$ cat config.mk
export PLATFORM = sky130hd
export DESIGN_NAME = right_shift_iter
export DESIGN_NICKNAME = d
export VERILOG_FILES = /design/src/rtl/right_shift_iter_pkg.sv /design/src/rtl/right_shift_iter_stage.sv /design/src/rtl/right_shift_iter.sv
export SDC_FILE = /design/constraint.sdc
export NUM_CORES = 1
export LEC_CHECK = 0
export BUFFER_PORTS_ARGS = -buffer_cell sky130_fd_sc_hd__buf_2
export CORE_UTILIZATION = 45
export CTS_BUF_LIST = sky130_fd_sc_hd__clkbuf_8
export CTS_CLUSTER_SIZE = 12
export DETAILED_ROUTE_END_ITERATION = 10
export GPL_ROUTABILITY_DRIVEN = 0
export HOLD_SLACK_MARGIN = 0.05
export PLACE_DENSITY = 0.67
export SETUP_SLACK_MARGIN = 0.05
export SLEW_MARGIN = 20
export SYNTH_ARGS = -nofsm -noshare
export SYNTH_HDL_FRONTEND = slang
export SYNTH_SLANG_ARGS = --single-unit
$ cat constraint.sdc
create_clock -name clk -period 2.9 [get_ports clk]
set_input_delay 0.435 -clock clk [delete_from_list [all_inputs] [get_ports clk]]
set_output_delay 0.435 -clock clk [all_outputs]
set_load 0.005 [all_outputs]
$ cat src/rtl/right_shift_iter_pkg.sv
// Shared definitions for the iterative right shifter.
// Holds the controller state encoding.
package RightShiftIter_defs;

   typedef enum logic [1:0] {
      IDLE  = 2'd0,
      SHIFT = 2'd1,
      DONE  = 2'd2
   } state_e;

endpackage

$ cat src/rtl/right_shift_iter_stage.sv
// One conditional right-shift stage by 2^stage_i bits.
// Vacated top bits take the fill value.
module RightShiftStage #(
   parameter int width = 8,
   parameter int CW    = 2
) (
   input  logic [width-1:0] data_i,
   input  logic [CW-1:0]    stage_i,
   input  logic             en_i,
   input  logic             fill_i,
   output logic [width-1:0] data_o
);

   logic [31:0]      amt;
   logic [width-1:0] mask;

   // mask marks the vacated top bits; amt >= width makes it all ones
   always_comb begin
      amt    = 32'd1 << stage_i;
      mask   = ~({width{1'b1}} >> amt);
      data_o = data_i;
      if (en_i) begin
         data_o = (data_i >> amt) | (mask & {width{fill_i}});
      end
   end

endmodule

$ cat src/rtl/right_shift_iter.sv
// Iterative handshaked right shifter, logical or arithmetic.
// One shift-amount bit is applied per cycle.
module right_shift_iter #(
   parameter int width = 8
) (
   input  logic                     clk,
   input  logic                     rst,
   input  logic [width-1:0]         iBits,
   input  logic [$clog2(width)-1:0] shift,
   input  logic                     arith,
   input  logic                     iValid,
   output logic                     iReady,
   output logic [width-1:0]         oBits,
   output logic                     oValid,
   input  logic                     oReady
);

   import RightShiftIter_defs::*;

   localparam int S  = $clog2(width);
   localparam int CW = $clog2(S) + 1;

   state_e           state_q, state_d;
   logic [width-1:0] data_q, data_d;
   logic [S-1:0]     amt_q, amt_d;
   logic             arith_q, arith_d;
   logic             fill_q, fill_d;
   logic [CW-1:0]    cnt_q, cnt_d;

   logic             stage_en;
   logic [width-1:0] stage_data;

   RightShiftStage #(
      .width (width),
      .CW    (CW)
   ) u_stage (
      .data_i  (data_q),
      .stage_i (cnt_q),
      .en_i    (stage_en),
      .fill_i  (arith_q & fill_q),
      .data_o  (stage_data)
   );

   always_comb begin
      stage_en = 1'b0;
      for (int k = 0; k < S; k++) begin
         if (cnt_q == CW'(k)) begin
            stage_en = amt_q[k];
         end
      end
   end

   always_comb begin
      state_d = state_q;
      data_d  = data_q;
      amt_d   = amt_q;
      arith_d = arith_q;
      fill_d  = fill_q;
      cnt_d   = cnt_q;
      unique case (state_q)
         IDLE: begin
            if (iValid) begin
               data_d  = iBits;
               amt_d   = shift;
               arith_d = arith;
               fill_d  = arith & iBits[width-1];
               cnt_d   = '0;
               state_d = SHIFT;
            end
         end
         SHIFT: begin
            data_d = stage_data;
            cnt_d  = cnt_q + CW'(1);
            if (cnt_q == CW'(S - 1)) begin
               state_d = DONE;
            end
         end
         DONE: begin
            if (oReady) begin
               state_d = IDLE;
            end
         end
         default: state_d = IDLE;
      endcase
   end

   always_ff @(posedge clk) begin
      if (rst) begin
         state_q <= IDLE;
         data_q  <= '0;
         amt_q   <= '0;
         arith_q <= 1'b0;
         fill_q  <= 1'b0;
         cnt_q   <= '0;
      end else begin
         state_q <= state_d;
         data_q  <= data_d;
         amt_q   <= amt_d;
         arith_q <= arith_d;
         fill_q  <= fill_d;
         cnt_q   <= cnt_d;
      end
   end

   assign iReady = (state_q == IDLE);
   assign oValid = (state_q == DONE);
   assign oBits  = data_q;

endmodule

# == After elaboration in Yosys (flattened, before gate mapping) ==
# Index checks and enable logic that the tools add are counted.
# totals
ff_bits,18
input_bits,16
output_inout_bits,10
elab_cells,42
# classes
n_addsub,1
n_eq_ne,8
n_shift,3
n_mux,12
n_bitwise,5
reduce_logical,7
# ops
operator,count
$shl 1x3->32 const A,1
$shr 8x32->8,1
$shr 8x32->8 const A,1
$mux 8,2
$pmux 8 s2,1
$and 8x8->8,1
$not 8->8,1
$or 8x8->8,1
$mux 2,3
$ne 2x2->1 const B,3
$pmux 2 s3,1
$pmux 3 s2,1
$reduce_and 3->1,2
$reduce_and 2->1,2
$add 3x1->3 const B,1
$eq 3x1->1 const B,1
$eq 3x2->1 const B,1
$logic_not 3->1,1
$mux 1,3
$mux 3,1
$and 1x1->1,2
$eq 2x1->1 const B,1
$eq 2x2->1 const B,1
$logic_not 2->1,1
2 further kinds,2

# == Logic depth before layout (Yosys ltp) ==
# logic_depth
word_depth,7
mapped_depth,9
depth_no_buf,7

# == Cells and area by module ==
# A second synthesis with hierarchy kept.
# unflattened
hier_cells,132
hier_area_um2,1189.9
# by_module_without_submodules
mod,instances,cells_per_inst,area_per_inst_um2,seq_area_each_um2
right_shift_iter,1,92,902.1,360.3
RightShiftStage,1,40,287.8,0.0

# == Least setup slack after synthesis ==
# Ideal clock, no wire load.
# synth_path
kind,register -> register
from,register cnt_q[0]
to,register data_q[5] (netlist: oBits[5])
setup_ns,0.136
arrival_time_ns,1.896
required_ns,2.764
path_slack_ns,0.867
path_stages_with_launch,9
path_buffers,1
synth_period_minus_slack_ns,2.033
cell_sequence,dfxtp_1 -> ha_1 -> ha_1 -> buf_6 -> or3_4 -> a21oi_2 -> a21oi_1 -> a2111oi_2 -> a2111oi_2
# synth_via
elab_chain_len,7
word_cells_on_any_way,16
classes_between,3 x eq/ne; 3 x shift; 5 x mux; 3 x bitwise; 2 x reduce/logical
# synth_rtl
item,line,source
from (decl),right_shift_iter.sv:28,"logic [CW-1:0] cnt_q, cnt_d;"
from (signal assigned),right_shift_iter.sv:101,cnt_q <= cnt_d;
$shl 1x3->32,right_shift_iter_stage.sv:19,amt = 32'd1 << stage_i;
$shr 8x32->8,right_shift_iter_stage.sv:20,mask = ~({width{1'b1}} >> amt);
$not 8->8,right_shift_iter_stage.sv:20,
$and 8x8->8,right_shift_iter_stage.sv:23,data_o = (data_i >> amt) | (mask & {width{fill_i}});
$or 8x8->8,right_shift_iter_stage.sv:23,
$mux 8,right_shift_iter_stage.sv:22,if (en_i) begin
$pmux 8 s2,right_shift_iter.sv:60,unique case (state_q)
to (signal assigned),right_shift_iter.sv:97,data_q <= data_d;
to (decl),right_shift_iter.sv:24,"logic [width-1:0] data_q, data_d;"
# Parallel ways exist; a longest one is shown, timed or not. The select of a mux whose other input is x is not followed.
# A chain may end at the register's enable or synchronous reset.

# == Worst setup path in the final report ==
# layout_path
from,register cnt_q[0]
to,register data_q[4] (netlist: oBits[4])
# Same word-level chain as after synthesis.

==> impl_results.md <==
* Post-synthesis cell area at 1450 um2
* Syn_area_per_cell at 8.14 um2
* Fin util at 52.9%
* HPWL Detailed at 2690 um
* P_int at 452 uW
* Post-cts resize count at 0
* Grt peak-use layer: met2
* Die W at 58.7 um
* TNS Setup at 0 ps
* Worst Hold Path EP: amt_q[2]
* Post-CTS setup buffers at 0
* Num CTS Buffers at 3
* # fillers at 317
* Reg area at 360 um2
* Reg2Reg Depth at 8
* Unique masters post-synth at 48
* Hold buffers post-CTS at 0
* Reg2reg end: oBits[4]
* Area delta synth->final at 11.5%
* Met2 usage at 34.4%
* Net Count, Synth at 200
* Row count at 20
* R2r setup slk at 510 ps
* Hold Slack at 405 ps
* Mux cell area share after synthesis at 9.93%
* Initial antenna violation count at 0
* 1st-iter DRT viols at 67
* Clock power share at 26.1%
* CP delay by family, top: adder cells
* P_sw at 230 uW
* Top cell type's share of synthesized area at 24.9%
* Root Buffer: clkbuf_8
* Vias at 1398
* Critical path buffer and inverter count at 2
* Met1 usage at 32.2%
* Crit-path cells: inv_1 > ha_1 > nor2b_1 > buf_4 > mux2i_1 > mux2i_1 > a311oi_1 > nor3_1
* Die area at 3450 um2
* Compound-gate portion of the synthesized area at 29.9%
* Largest stage delay, worst path at 570 ps
* Fin crit period at 2390 ps
* Worst slew pin tran at 635 ps
* Max Clk Rate at 419 MHz
* Via/cell ratio at 5.83
* Largest cells by area after synthesis: dfxtp_1 (25%), mux2i_1 (7.6%), a21oi_1 (6.6%), nor2_1 (5.7%), ha_1 (5.2%)
* Number of synthesized register bits at 18
* CORE AREA at 3050 um2
* Routed wire per std cell at 15.2 um
* Prevailing post-synth register cell: dfxtp_1
* Nature of the critical path endpoint: register
* CP Data Required Time at 3030 ps
* Diodes inserted at 0
* TritonCTS clock tree: done
* FF-to-FF Start: cnt_q[0]
* Clock Skews at 5.05 ps
* Initial Util at 47.5%
* Synth Area in Adders at 5.18%
* Final hold violations at 0
* Clock Latency Late Sink at 260 ps
* Final period util at 82.3%
* Yosys warns at 0
* WL final at 3640 um
* Post-Synth XOR/XNOR Area at 0%
* Sw frac at 33.7%
* Crit Path Class: reg -> reg
* Run status: completed
* Layout Nets at 220
* Worst-path clk slew at 70 ps
* Ys async rst share at 0%
* Cell taking the most area after synthesis: dfxtp_1
* Reg power frac at 43.2%
* DR pass1 iterations at 4
* Io pins at 26
* Hold depth at 3
* Buffers on Ports at 25
* Worst path arrival time at 2520 ps
* Slowest CP cell: ha_1
* Number of cells on the critical path at 8
* Bufs on Longest Clock Path at 2
* Comb power frac at 30.8%
* CTS sink cnt at 18
* Ratio of cells with drive above 1 in the final layout at 22.4%
* Worst setup SP type: register
* Area occupied by multi-input gates at 981 um2
* Pin count of the biggest net entering global routing at 20
* First-pass GRT wire length at 5980 um
* Number of H-tree levels at 1
* Critical hold path startpoint: shift[2]
* GRT overflow at 0
* GRT Util Overall at 22.8%
* Simple-gate share of the synthesized area at 22.7%
* Post-synth EDFFs at 0
* Fin. max-slew vios at 0
* Vias in the first global route at 1239
* Met3 usage at 2.20%
* Die Y at 58.7 um
* Leak Pwr at 0.674 nW
* Sequential-to-total area share from yosys stat at 24.9%
* CP dominant cell by count: mux2i_1
* Post-DRT Antenna Nets at 0
* Setup Viol. Count Final at 0
* MaxCap Viol Count at 0
* Largest family of logic cells by synthesized area: compound AO/OA/AOI/OAI gates
* Crit-path max FO at 15
* Hold WC Path Type: in -> reg
* Mapped Cells at 178
* Slew headroom at 57.7%
* DRC at 0
* RSZ-0062 raised after global routing: no
* Peak supply drop at 0.278 mV
* Pwr dens at 422 nW/um2
* Power, Total at 682 uW
-- routing by layer --
| metal | wire (um) | vias up |
|---|---|---|
| li1 | - | 684 |
| met1 | 1690 | 646 |
| met2 | 1650 | 55 |
| met3 | 200 | 13 |
| met4 | 97 | 0 |
| met5 | 0 | - |
-- cells by family after synthesis --
group / after synthesis
compound gates: 58
fa+ha+maj: 6
flops: 18
buf+inv: 20
mux: 14
simple gates: 62
-- state kept, by name, summed over array words and instances (netlist names) --
name,cells
oBits,8
fill_q,1
arith_q,1
cnt_q,3
amt_q,3
state_q,2
-- cell type report --
type	count	area share, %
tap	44	3.41
inverter	6	1.39
timing repair buffer	29	9.60
multi-input combinational	140	60.7
sequential	18	22.3
clock buffer	3	2.56
-- power by group through the flow --
stage,sequential [mW],combinational (mW),clock [mW]
final,0.295,0.210,0.178
after global routing,0.297,0.231,0.188
after CTS,0.293,0.209,0.179
after detailed placement,0.299,0.208,0
after global placement,0.297,0.203,0
after floorplan,0.292,0.156,0
-- worst reg2reg max path, stage by stage (launching register included) --
cell      delay (ps)
dfxtp_1          350
inv_1            110
ha_1             570
nor2b_1          210
buf_4            180
mux2i_1          350
mux2i_1          130
a311oi_1         280
nor3_1            80
-- cells in the final DEF (no fill, tap or decap), types with 2 or more instances in the layout --
| cell | count |
|---|---|
| nand3_1 | 4 |
| a221oi_1 | 2 |
| clkbuf_8 | 3 |
| nor3_1 | 4 |
| mux2i_1 | 11 |
| inv_1 | 5 |
| nor2b_1 | 4 |
| dfxtp_1 | 18 |
| or2b_1 | 2 |
| nor3b_1 | 2 |
| a21oi_1 | 19 |
| or3_4 | 2 |
| ha_1 | 6 |
| and2_1 | 3 |
| nand2b_1 | 4 |
| nor2_1 | 22 |
| o211ai_1 | 2 |
| o31ai_1 | 3 |
| buf_4 | 4 |
| nand2_1 | 9 |
| a22oi_1 | 2 |
| o21ai_0 | 8 |
| o22ai_1 | 3 |
| buf_2 | 25 |
| a211oi_1 | 4 |
| a2111oi_2 | 2 |
| mux2_1 | 3 |
-- worst max path at each step --
| stage | from | endpoint | slack (ps) |
|---|---|---|---|
| detailed placement | cnt_q[0] | oBits[4] | 520 |
| floorplan | cnt_q[0] | oBits[5] | 870 |
| CTS | cnt_q[0] | oBits[4] | 520 |
| global route | cnt_q[0] | oBits[2] | 320 |
| global placement | cnt_q[0] | oBits[2] | 690 |
| finish | cnt_q[0] | oBits[4] | 510 |
-- stage by stage --
stage | worst slack (ps) | std cells | cell area [um2]
3_5_place_dp | 519 | 237 | 1570
3_3_place_gp | 690 | 237 | 1570
4_1_cts | 519 | 240 | 1620
6_report | 515 | 240 | 1620
5_1_grt | 315 | 240 | 1620
2_1_floorplan | 867 | 178 | 1450
-- Yosys cell counts (all sizes together), types with 5 or more instances --
master  instances
a21oi          20
inv             6
ha              6
dfxtp          18
nor2           22
nand2           9
clkbuf          5
nor3            5
o21ai          10
buf             9
mux2i          11
Power figures use the tool's default switching activity.
